**src/rtl/c_pipe_ctrl_if.sv**
```systemverilog
// c_pipe_ctrl_if: signal bundle between the hazard/decode side and the
// control-word pipeline.
//
// Handshake: in_valid marks in_ctrl as a real instruction. A word is taken
// into stage 0 at a rising clk edge where in_ready=1 and flush[0]=0. When
// in_ready=0 the word is not taken and the producer must keep presenting it.
// in_ready depends only on stall, never on in_valid.
//
// Signals:
//   in_ctrl/in_valid    decode -> pipe, control word and its valid bit
//   stall/flush         hazard unit -> pipe, one bit per stage
//   in_ready            pipe -> decode, stage 0 can load this cycle
//   out_ctrl/out_valid  last stage contents
//   stage_valid         valid bit of every stage
//   occupancy           number of valid stages
//   bubble_cnt          saturating count of edges that saw out_valid=0
interface c_pipe_ctrl_if #(
  parameter int WIDTH = 12,
  parameter int DEPTH = 1,
  parameter int CNT_W = 16
);
  localparam int OCC_W = $clog2(DEPTH + 1);

  logic [WIDTH-1:0] in_ctrl;
  logic             in_valid;
  logic [DEPTH-1:0] stall;
  logic [DEPTH-1:0] flush;
  logic             in_ready;
  logic [WIDTH-1:0] out_ctrl;
  logic             out_valid;
  logic [DEPTH-1:0] stage_valid;
  logic [OCC_W-1:0] occupancy;
  logic [CNT_W-1:0] bubble_cnt;

  modport master (
    output in_ctrl, in_valid, stall, flush,
    input  in_ready, out_ctrl, out_valid, stage_valid, occupancy, bubble_cnt
  );

  modport slave (
    input  in_ctrl, in_valid, stall, flush,
    output in_ready, out_ctrl, out_valid, stage_valid, occupancy, bubble_cnt
  );
endinterface

```
**src/rtl/c_pipe_ctrl.sv**
```systemverilog
// c_pipe_ctrl: DEPTH-stage pipeline register for the packed control word
// between decode and execute/memory/writeback. Each stage has a valid bit,
// per-stage stall and flush, hold propagation toward the front of the pipe
// and automatic bubble insertion behind a held stage. Also reports
// occupancy and a saturating count of bubble cycles at the output.
//
// Ports:
//   clk    rising-edge clock
//   reset  synchronous, active-low reset
//   bus    c_pipe_ctrl_if.slave (see the interface for signal meanings)
module c_pipe_ctrl #(
  parameter int               WIDTH     = 12,
  parameter int               DEPTH     = 1,
  parameter logic [WIDTH-1:0] CLEAR_VAL = '0,
  parameter int               CNT_W     = 16
) (
  input  logic          clk,
  input  logic          reset,
  c_pipe_ctrl_if.slave  bus
);
  localparam int               OCC_W   = $clog2(DEPTH + 1);
  localparam logic [CNT_W-1:0] CNT_MAX = '1;

  logic [WIDTH-1:0] r_ctrl [DEPTH];
  logic [DEPTH-1:0] r_valid;
  logic [OCC_W-1:0] r_occ;
  logic [CNT_W-1:0] r_bubble_cnt;

  logic [DEPTH-1:0] w_hold;
  logic [WIDTH-1:0] w_ctrl_nxt [DEPTH];
  logic [DEPTH-1:0] w_valid_nxt;
  logic [OCC_W-1:0] w_occ_nxt;

  // A stage holds if it or any stage downstream of it is stalled: shifting
  // stall right by k leaves exactly the bits k..DEPTH-1.
  always_comb begin
    w_hold = '0;
    for (int k = 0; k < DEPTH; k++) begin
      w_hold[k] = |(bus.stall >> k);
    end
  end

  always_comb begin
    for (int k = 0; k < DEPTH; k++) begin
      w_ctrl_nxt[k]  = r_ctrl[k];
      w_valid_nxt[k] = r_valid[k];
    end

    // Stage 0: an invalid input word is stored as CLEAR_VAL.
    if (bus.flush[0]) begin
      w_ctrl_nxt[0]  = CLEAR_VAL;
      w_valid_nxt[0] = 1'b0;
    end else if (!w_hold[0]) begin
      w_ctrl_nxt[0]  = bus.in_valid ? bus.in_ctrl : CLEAR_VAL;
      w_valid_nxt[0] = bus.in_valid;
    end

    for (int k = 1; k < DEPTH; k++) begin
      if (bus.flush[k]) begin
        w_ctrl_nxt[k]  = CLEAR_VAL;
        w_valid_nxt[k] = 1'b0;
      end else if (w_hold[k]) begin
        w_ctrl_nxt[k]  = r_ctrl[k];
        w_valid_nxt[k] = r_valid[k];
      end else if (w_hold[k-1]) begin
        // Upstream neighbour is frozen: take a bubble rather than a copy.
        w_ctrl_nxt[k]  = CLEAR_VAL;
        w_valid_nxt[k] = 1'b0;
      end else begin
        w_ctrl_nxt[k]  = r_ctrl[k-1];
        w_valid_nxt[k] = r_valid[k-1];
      end
    end
  end

  always_comb begin
    w_occ_nxt = '0;
    for (int k = 0; k < DEPTH; k++) begin
      w_occ_nxt = w_occ_nxt + OCC_W'(w_valid_nxt[k]);
    end
  end

  always_ff @(posedge clk) begin
    if (!reset) begin
      for (int k = 0; k < DEPTH; k++) begin
        r_ctrl[k] <= CLEAR_VAL;
      end
      r_valid      <= '0;
      r_occ        <= '0;
      r_bubble_cnt <= '0;
    end else begin
      for (int k = 0; k < DEPTH; k++) begin
        r_ctrl[k] <= w_ctrl_nxt[k];
      end
      r_valid <= w_valid_nxt;
      r_occ   <= w_occ_nxt;
      // Counts edges that see the registered output empty; sticks at max.
      if (!r_valid[DEPTH-1] && (r_bubble_cnt != CNT_MAX)) begin
        r_bubble_cnt <= r_bubble_cnt + CNT_W'(1);
      end
    end
  end

  assign bus.in_ready    = ~w_hold[0];
  assign bus.out_ctrl    = r_ctrl[DEPTH-1];
  assign bus.out_valid   = r_valid[DEPTH-1];
  assign bus.stage_valid = r_valid;
  assign bus.occupancy   = r_occ;
  assign bus.bubble_cnt  = r_bubble_cnt;
endmodule

```
**src/flat_wrapper.sv**
```systemverilog
// flat-port wrapper written by rule: the top's interface ports become plain ports
module c_pipe_ctrl_flat 
#(
  parameter int               WIDTH     = 12,
  parameter int               DEPTH     = 1,
  parameter logic [WIDTH-1:0] CLEAR_VAL = '0,
  parameter int               CNT_W     = 16
)
  (clk, reset, bus_in_ctrl, bus_in_valid, bus_stall, bus_flush, bus_in_ready, bus_out_ctrl, bus_out_valid, bus_stage_valid, bus_occupancy, bus_bubble_cnt);
  c_pipe_ctrl_if #(.WIDTH(WIDTH), .DEPTH(DEPTH), .CNT_W(CNT_W)) bus_i ();
  input  logic clk;
  input  logic reset;
  input wire logic [$bits(bus_i.in_ctrl)-1:0] bus_in_ctrl;
  input wire logic [$bits(bus_i.in_valid)-1:0] bus_in_valid;
  input wire logic [$bits(bus_i.stall)-1:0] bus_stall;
  input wire logic [$bits(bus_i.flush)-1:0] bus_flush;
  output wire logic [$bits(bus_i.in_ready)-1:0] bus_in_ready;
  output wire logic [$bits(bus_i.out_ctrl)-1:0] bus_out_ctrl;
  output wire logic [$bits(bus_i.out_valid)-1:0] bus_out_valid;
  output wire logic [$bits(bus_i.stage_valid)-1:0] bus_stage_valid;
  output wire logic [$bits(bus_i.occupancy)-1:0] bus_occupancy;
  output wire logic [$bits(bus_i.bubble_cnt)-1:0] bus_bubble_cnt;
  assign bus_i.in_ctrl = bus_in_ctrl;
  assign bus_i.in_valid = bus_in_valid;
  assign bus_i.stall = bus_stall;
  assign bus_i.flush = bus_flush;
  assign bus_in_ready = bus_i.in_ready;
  assign bus_out_ctrl = bus_i.out_ctrl;
  assign bus_out_valid = bus_i.out_valid;
  assign bus_stage_valid = bus_i.stage_valid;
  assign bus_occupancy = bus_i.occupancy;
  assign bus_bubble_cnt = bus_i.bubble_cnt;
  c_pipe_ctrl #(.WIDTH(WIDTH), .DEPTH(DEPTH), .CLEAR_VAL(CLEAR_VAL), .CNT_W(CNT_W)) u_core (.clk(clk), .reset(reset), .bus(bus_i));
endmodule
```
**config.mk**
```make
export PLATFORM = sky130hd
export DESIGN_NAME = c_pipe_ctrl_flat
export DESIGN_NICKNAME = d
export VERILOG_FILES = /design/src/rtl/c_pipe_ctrl_if.sv /design/src/rtl/c_pipe_ctrl.sv /design/src/flat_wrapper.sv
export SDC_FILE = /design/constraint.sdc
export NUM_CORES = 1
export LEC_CHECK = 0
export BUFFER_PORTS_ARGS = -buffer_cell sky130_fd_sc_hd__buf_2
export CAP_MARGIN = 40
export CORE_ASPECT_RATIO = 0.6
export CORE_MARGIN = 5
export CORE_UTILIZATION = 51
export DETAILED_ROUTE_END_ITERATION = 7
export GPL_TIMING_DRIVEN = 0
export PLACE_DENSITY = 0.91
export RECOVER_POWER = 25
export SLEW_MARGIN = 20
export SYNTH_ARGS = -nofsm -noshare
export SYNTH_HDL_FRONTEND = slang
export SYNTH_SLANG_ARGS = --single-unit
```
**constraint.sdc**
```tcl
create_clock -name clk -period 3.1 [get_ports clk]
set_clock_uncertainty 0.2 [all_clocks]
set_input_delay 0.155 -clock clk [delete_from_list [all_inputs] [get_ports clk]]
set_output_delay 0.155 -clock clk [all_outputs]
set_load 0.1 [all_outputs]
```
==> out/results.ini, run 1 <==
[global_route]
antenna_found_initial=0
grt.overflow.total=0
grtUsageMet3=0.0888
top_usage_layer=met2
grt_max_degree=11
grt.met1_usage=0.237
grt_pass1_wl_um=6070
grt_usage=0.217
met2_usage=0.359
grt_pass1_vias=1328

[final_layout]
nets=220
diodes=0
multiInputGateArea_um2=624
final_layout_size_suffix_gt1_frac=0.312
nFillCells=165
syn_to_final_growth_pct=38.1
seq_area_um2=581

[critical_path]
reg2reg_to=u_core.bus.bubble_cnt[9]$_SDFFE_PN0P_
arrival_ps=2040
start_kind=flop
critPathMaxFanout=9
critPathCaptureType=flop
critPathLaunch=u_core.bus.bubble_cnt[0]$_SDFFE_PN0P_
r2r_cells=6
crit_path_end=u_core.bus.bubble_cnt[9]$_SDFFE_PN0P_
required_ps=3100
rrSetupSlack_ps=1060
crit_type=reg2reg
r2r_start=u_core.bus.bubble_cnt[0]$_SDFFE_PN0P_

[timing]
max_freq_mhz=490
max-slew-margin-rel=0.224
hold-worst-slack_ps=8.47
setup_tns_ps=0
drv_slew=0
tightest_slew_ps=1170
rsz0062_at_grt=false
finalCritPeriodShare=0.658
setup_viol=0
finalCriticalPeriod_ps=2040
hold_violations=0

[floorplan]
core_um2=2430
die_h_um=48.6
die_area_um2=3620
fp-row-count=14
ios=49
die_x_um=74.4
initial_core_util=0.521

[cts]
tritoncts=done
h-tree-depth=2
numCtsBuffers=5
post_cts_resized=0
clockBufferDepth=2
clock_latency_ps=270
clk_pin_slew_ps=60
cts_root_buffer=clkbuf_8
clkSinkCount=29

[outcome]
status=complete, no violations

[logic_synthesis]
ys.warnings.count=0
netlist_instances=135
syn-num-nets=153
avgSynthCellArea_um2=9.40
ys_seq_area_frac=0.458
yosys.cell_types.count=37
synth_area_um2=1270
ys_ff_latch=29

[power]
power_switching_uw=234
p_int_uw=592
powerDensity_nw_per_um2=472
combPwrFrac=0.163
p_leak_nw=0.794
pwr-share-clk=0.368
power_frac_seq=0.469
ir_worst_vdd_mv=0.296
sw_frac_of_total=0.283

[drt]
drc=0
drt_iter0_markers=152
vias=1384
via_per_inst=5.91
ant_nets=0
routed_wl_um=3840
wire_per_inst_um=16.4
drt_pre_antenna_iters=5

[placement]
finalWeightedCongestion=0.794
hpwl_um=2660
port_buffers=48

[run]
max_cap_viol_count=0

[worst_hold_path]
hold_path_class=in2reg

-- cells in the final DEF, fill, tap and decap left out, types with 2 or more instances in the layout --
cell           instances
and3_1                 4
mux2i_1                3
buf_6                  2
a22oi_1               12
o41ai_1                2
and4_1                 2
dlygate4sd3_1         12
and4_2                 2
clkbuf_8               6
inv_1                  2
o21ai_0                3
nand2_1                7
a21oi_1                5
o31ai_1                2
buf_4                  2
nor2_1                16
nand3_1                6
buf_2                 45
nor3b_1                2
a211oi_1               2
or4_1                  2
clkbuf_1               8
nand4_1                2
nand2b_1               5
dfxtp_1               29
o311ai_0               2
a31oi_1                4
-- cell families after synthesis --
group	after synthesis	synth area share
simple gates	55	0.249
mux	3	0.0237
compound gates	35	0.203
flops	29	0.458
xor+xnor	1	0.00690
buf+inv	11	0.0503
fa+ha+maj	1	0.00986
-- Yosys cell counts --
library cell | count | area [um2]
clkinv_1 | 1 | 3.75
ha_1 | 1 | 12.5
dfxtp_1 | 29 | 581
nor3_1 | 1 | 5.00
a211oi_1 | 2 | 15.0
mux2i_1 | 3 | 30.0
a22oi_1 | 12 | 90.1
or4_1 | 2 | 15.0
and2_0 | 1 | 6.26
nand3b_1 | 1 | 7.51
nand3_1 | 6 | 30.0
buf_4 | 2 | 15.0
a21bo_2 | 1 | 10.0
o31ai_1 | 2 | 15.0
and4_2 | 2 | 20.0
and3_4 | 1 | 11.3
clkbuf_1 | 4 | 15.0
a41o_2 | 1 | 11.3
xnor2_1 | 1 | 8.76
inv_1 | 2 | 7.51
and4_1 | 2 | 17.5
o311ai_0 | 2 | 17.5
nand2_1 | 7 | 26.3
nand4_1 | 2 | 12.5
a31oi_1 | 4 | 25.0
a21oi_1 | 5 | 25.0
a41oi_2 | 1 | 16.3
nor2b_1 | 1 | 6.26
nand4_2 | 1 | 12.5
and4b_4 | 1 | 13.8
o41ai_1 | 2 | 17.5
nand2b_1 | 5 | 31.3
and3_1 | 4 | 25.0
o21ai_0 | 3 | 15.0
buf_6 | 2 | 22.5
nor3b_1 | 2 | 15.0
nor2_1 | 16 | 60.1
-- worst min-delay path by stage --
stage / from / endpoint / cells past startpoint
final: reset / u_core.bus.bubble_cnt[13]$_SDFFE_PN0P_ / 3
after global routing: reset / u_core.bus.bubble_cnt[4]$_SDFFE_PN0P_ / 3
after CTS: reset / u_core.bus.bubble_cnt[13]$_SDFFE_PN0P_ / 3
after detailed placement: bus_in_ctrl[2] / u_core.r_ctrl[0][2]$_SDFFE_PP0N_ / 3
after global placement: bus_in_ctrl[11] / u_core.r_ctrl[0][11]$_SDFFE_PP0N_ / 3
after floorplan: bus_in_ctrl[0] / u_core.r_ctrl[0][0]$_SDFFE_PP0N_ / 2
-- power by group through the flow --
stage	sequential, mW	clock (mW)	combinational (mW)
floorplan	0.449	0	0.0384
global placement	0.395	0	0.118
detailed placement	0.396	0	0.121
CTS	0.388	0.306	0.132
global route	0.389	0.328	0.140
finish	0.388	0.304	0.134
-- timing repair --
action / in CTS / in global routing
hold endpoints to repair: 12 / 0
hold buffers: 12 / 0
setup buffers: 0 / 0
endpoints found under the setup margin: 0 / 0
-- registers in the layout, summed over array words and instances, names as in the netlist --
name and flops:
u_core.bus.bubble_cnt 16, u_core.r_ctrl 12, u_core.bus.out_valid 1
-- critical path, stage by stage (launching register included) --
cell	delay (ps)
dfxtp_1	340
ha_1	270
and4_2	290
and3_4	180
buf_6	130
or4_1	410
a21oi_1	150
-- layout make-up --
cell class | count | share of cell area
Buffer | 8 | 0.0300
Tap cell | 32 | 0.0229
Clock buffer | 7 | 0.0493
Inverter | 3 | 0.00643
Timing Repair Buffer | 60 | 0.204
Multi-Input combinational cell | 95 | 0.356
Sequential cell | 29 | 0.331
-- per-layer routing --
| layer | routed length (um) | share of wire |
|---|---|---|
| met4 | 154 | 0.040 |
| met5 | 0 | 0 |
| met3 | 481 | 0.13 |
| met2 | 1820 | 0.47 |
| met1 | 1390 | 0.36 |
-- metrics by stage --
step | cell area (um2) | std cells | worst slack [ps] | util | total power [mW]
floorplan | 1270 | 135 | 612 | - | 0.488
global placement | 1550 | 215 | 1150 | 0.636 | 0.512
detailed placement | 1550 | 215 | 1090 | 0.636 | 0.516
CTS | 1760 | 234 | 1080 | 0.721 | 0.826
global route | 1750 | 234 | 978 | 0.719 | 0.856
finish | 1750 | 234 | 1060 | 0.719 | 0.826
Note: power is estimated with default switching activity, not from simulation.
==> run 2: changes to the inputs <==
- ABC_AREA: not set -> 1
- CORE_UTILIZATION: 51 -> 50
- PLACE_DENSITY: 0.91 -> 0.87
- clock period: 3.1 -> 1.9 ns (I/O delays scaled with it)
==> run 2 against run 1 <==
  * Setup slack worse by 870 ps
  * First-iteration DRC count is 13% higher
  * Power is 72% higher
  * Sequential power is 63% higher
  * Critical path depth is 2 higher
  * Routed wire length is 17% higher
  * Non-clock buffer count is 7 higher
  * Design area is 19% higher
  * Largest cell class unchanged
==> out/results.ini, run 2 <==
[outcome]
status=complete, no violations

[final_layout]
diodes=0
largest_reg_flops=16
nets=312
syn_to_final_growth_pct=40.7
layout_commonest_cell=nand2_1
final_cell_mix=66 x nand2_1, 35 x nor2_1, 33 x buf_2
final_layout_size_suffix_gt1_frac=0.305

[run]
max_cap_viol_count=0

[placement]
port_buffers=47
finalWeightedCongestion=0.884
hpwl_um=2970

[cts]
cts_root_buffer=clkbuf_8
post_cts_resized=0
tritoncts=done
clkSinkCount=29
clock_latency_ps=280
numCtsBuffers=5
clockBufferDepth=2
clk_pin_slew_ps=60
h-tree-depth=2

[drt]
drt_pre_antenna_iters=5
wire_per_inst_um=13.3
drc=0
via_per_inst=5.03
routed_wl_um=4480
ant_nets=0
drt_iter0_markers=171
vias=1696

[timing]
tightest_slew_ps=560
hold_violations=0
finalCritPeriodShare=0.899
max-slew-margin-rel=0.628
setup_tns_ps=0
finalCriticalPeriod_ps=1710
hold-worst-slack_ps=267
max_freq_mhz=585
drv_slew=0
rsz0062_at_grt=false
setup_viol=0

[critical_path]
critPathCaptureType=flop
critPathMaxFanout=5
arrival_ps=1730
start_kind=input pin
required_ps=1920
crit_type=in2reg

[logic_synthesis]
ys_ff_latch=29
yosysMostFrequentCell=nand2_1
synth_area_um2=1490
synth_top_flop_cell=dfxtp_1
ys_seq_area_frac=0.391
synth-edff-count=0
netlist_instances=221
avgSynthCellArea_um2=6.73
syn-num-nets=239
synthArstFlopShare=0
synth_top_area_share=0.391
ys.warnings.count=0
netlist_top_cells_count=66 x nand2_1, 35 x nor2_1, 29 x dfxtp_1, 25 x a21oi_1, 21 x inv_1
yosys.area.top_type=dfxtp_1
yosys-top-cells-area=dfxtp_1 39%, nand2_1 17%, nor2_1 8.8%, a21oi_1 8.4%, nand3_1 6.4%
yosys.cell_types.count=21

[power]
power_switching_uw=408
pwr-share-clk=0.392
ir_worst_vdd_mv=0.520
p_int_mw=1.02
p_leak_nw=1.01
powerDensity_nw_per_um2=681
sw_frac_of_total=0.287
combPwrFrac=0.162
power_frac_seq=0.446

[floorplan]
fp-row-count=15
die_h_um=52.2
die_x_um=80.4
initial_core_util=0.521
die_area_um2=4200
ios=49
core_um2=2850

[worst_hold_path]
hold_path_class=reg2reg

[global_route]
grt_pass1_vias=1647
grt_pass1_wl_um=7450
grt_usage=0.230
antenna_found_initial=0
grt_max_degree=11
grt.overflow.total=0

-- run 2: changes by cell type after synthesis, sizes merged, moves of 5 or more --
cell / before / now
a21oi: 5 / 25
a22oi: 12 / 0
and3: 5 / 0
inv: 2 / 23
nand2: 7 / 67
nand2b: 5 / 0
nand3: 6 / 21
nor2: 16 / 41
-- run 2: power by group through the flow --
| stage | Sequential, mW | Clock (mW) | Combinational [mW] |
|---|---|---|---|
| after floorplan | 0.733 | 0 | 0.0696 |
| after global placement | 0.646 | 0 | 0.196 |
| after detailed placement | 0.647 | 0 | 0.198 |
| after CTS | 0.634 | 0.564 | 0.228 |
| after global routing | 0.636 | 0.603 | 0.246 |
| final | 0.634 | 0.559 | 0.231 |
-- run 2: metrics by stage --
step | std cells | setup WS [ps] | utilization | area [um2] | power, mW
finish | 337 | 192 | 0.733 | 2090 | 1.42
global placement | 310 | 268 | 0.631 | 1800 | 0.842
CTS | 337 | 223 | 0.733 | 2090 | 1.43
detailed placement | 310 | 235 | 0.631 | 1800 | 0.846
global route | 337 | 81.7 | 0.733 | 2090 | 1.49
floorplan | 221 | 69.5 | - | 1510 | 0.803
-- run 2: final timing paths --
| path | start | to | depth (start not counted) | slack [ps] |
|---|---|---|---|---|
| hold / removal | u_core.r_ctrl[0][6]$_SDFFE_PP0N_ | u_core.r_ctrl[0][6]$_SDFFE_PP0N_ | 2 | 270 |
| setup / recovery | bus_stall | u_core.r_ctrl[0][11]$_SDFFE_PP0N_ | 8 | 190 |
| setup reg to reg | u_core.bus.bubble_cnt[0]$_SDFFE_PN0P_ | u_core.bus.bubble_cnt[14]$_SDFFE_PN0P_ | 8 | 200 |
| hold reg to reg | u_core.r_ctrl[0][6]$_SDFFE_PP0N_ | u_core.r_ctrl[0][6]$_SDFFE_PP0N_ | 2 | 270 |
-- run 2: worst max-delay path, cell delays in order --
cell and delay (ps):
dlygate4sd3_1 530, buf_2 150, inv_1 70, nand2_1 60
inv_1 90, nand2_1 60, a21oi_1 120, dlygate4sd3_1 550
-- run 2: area by class of cell --
class,count,area (um2)
Fill cell,247,761
Multi-Input combinational cell,160,752
Sequential cell,29,607
Timing Repair Buffer,66,425
Clock buffer,7,96.3
Inverter,23,88.8
Buffer,9,65.1
Tap cell,42,52.6
Clock inverter,1,5.00
-- run 2: repair_timing --
item                       in CTS  in global routing
hold buffers                   19                  0
setup endpoints to repair       0                  0
hold endpoints to repair       19                  0
buffers inserted                0                  0
-- run 2: routing by layer --
layer  global-route usage  vias to the layer above  routed length, um
li1                     -                      839                  -
met1                0.297                      759               1920
met2                0.380                       89               2110
met3               0.0619                        9                381
met4               0.0674                        0                 70
met5                    0                        -                  0
-- run 2: cells by family after synthesis --
logic type               after synthesis  share of synthesized area
buffers and inverters                 32                      0.104
AND/OR/NAND/NOR                      133                      0.410
flip-flops                            29                      0.391
AO/OA/AOI/OAI                         26                     0.0875
adder cells (fa/ha/maj)                1                    0.00842
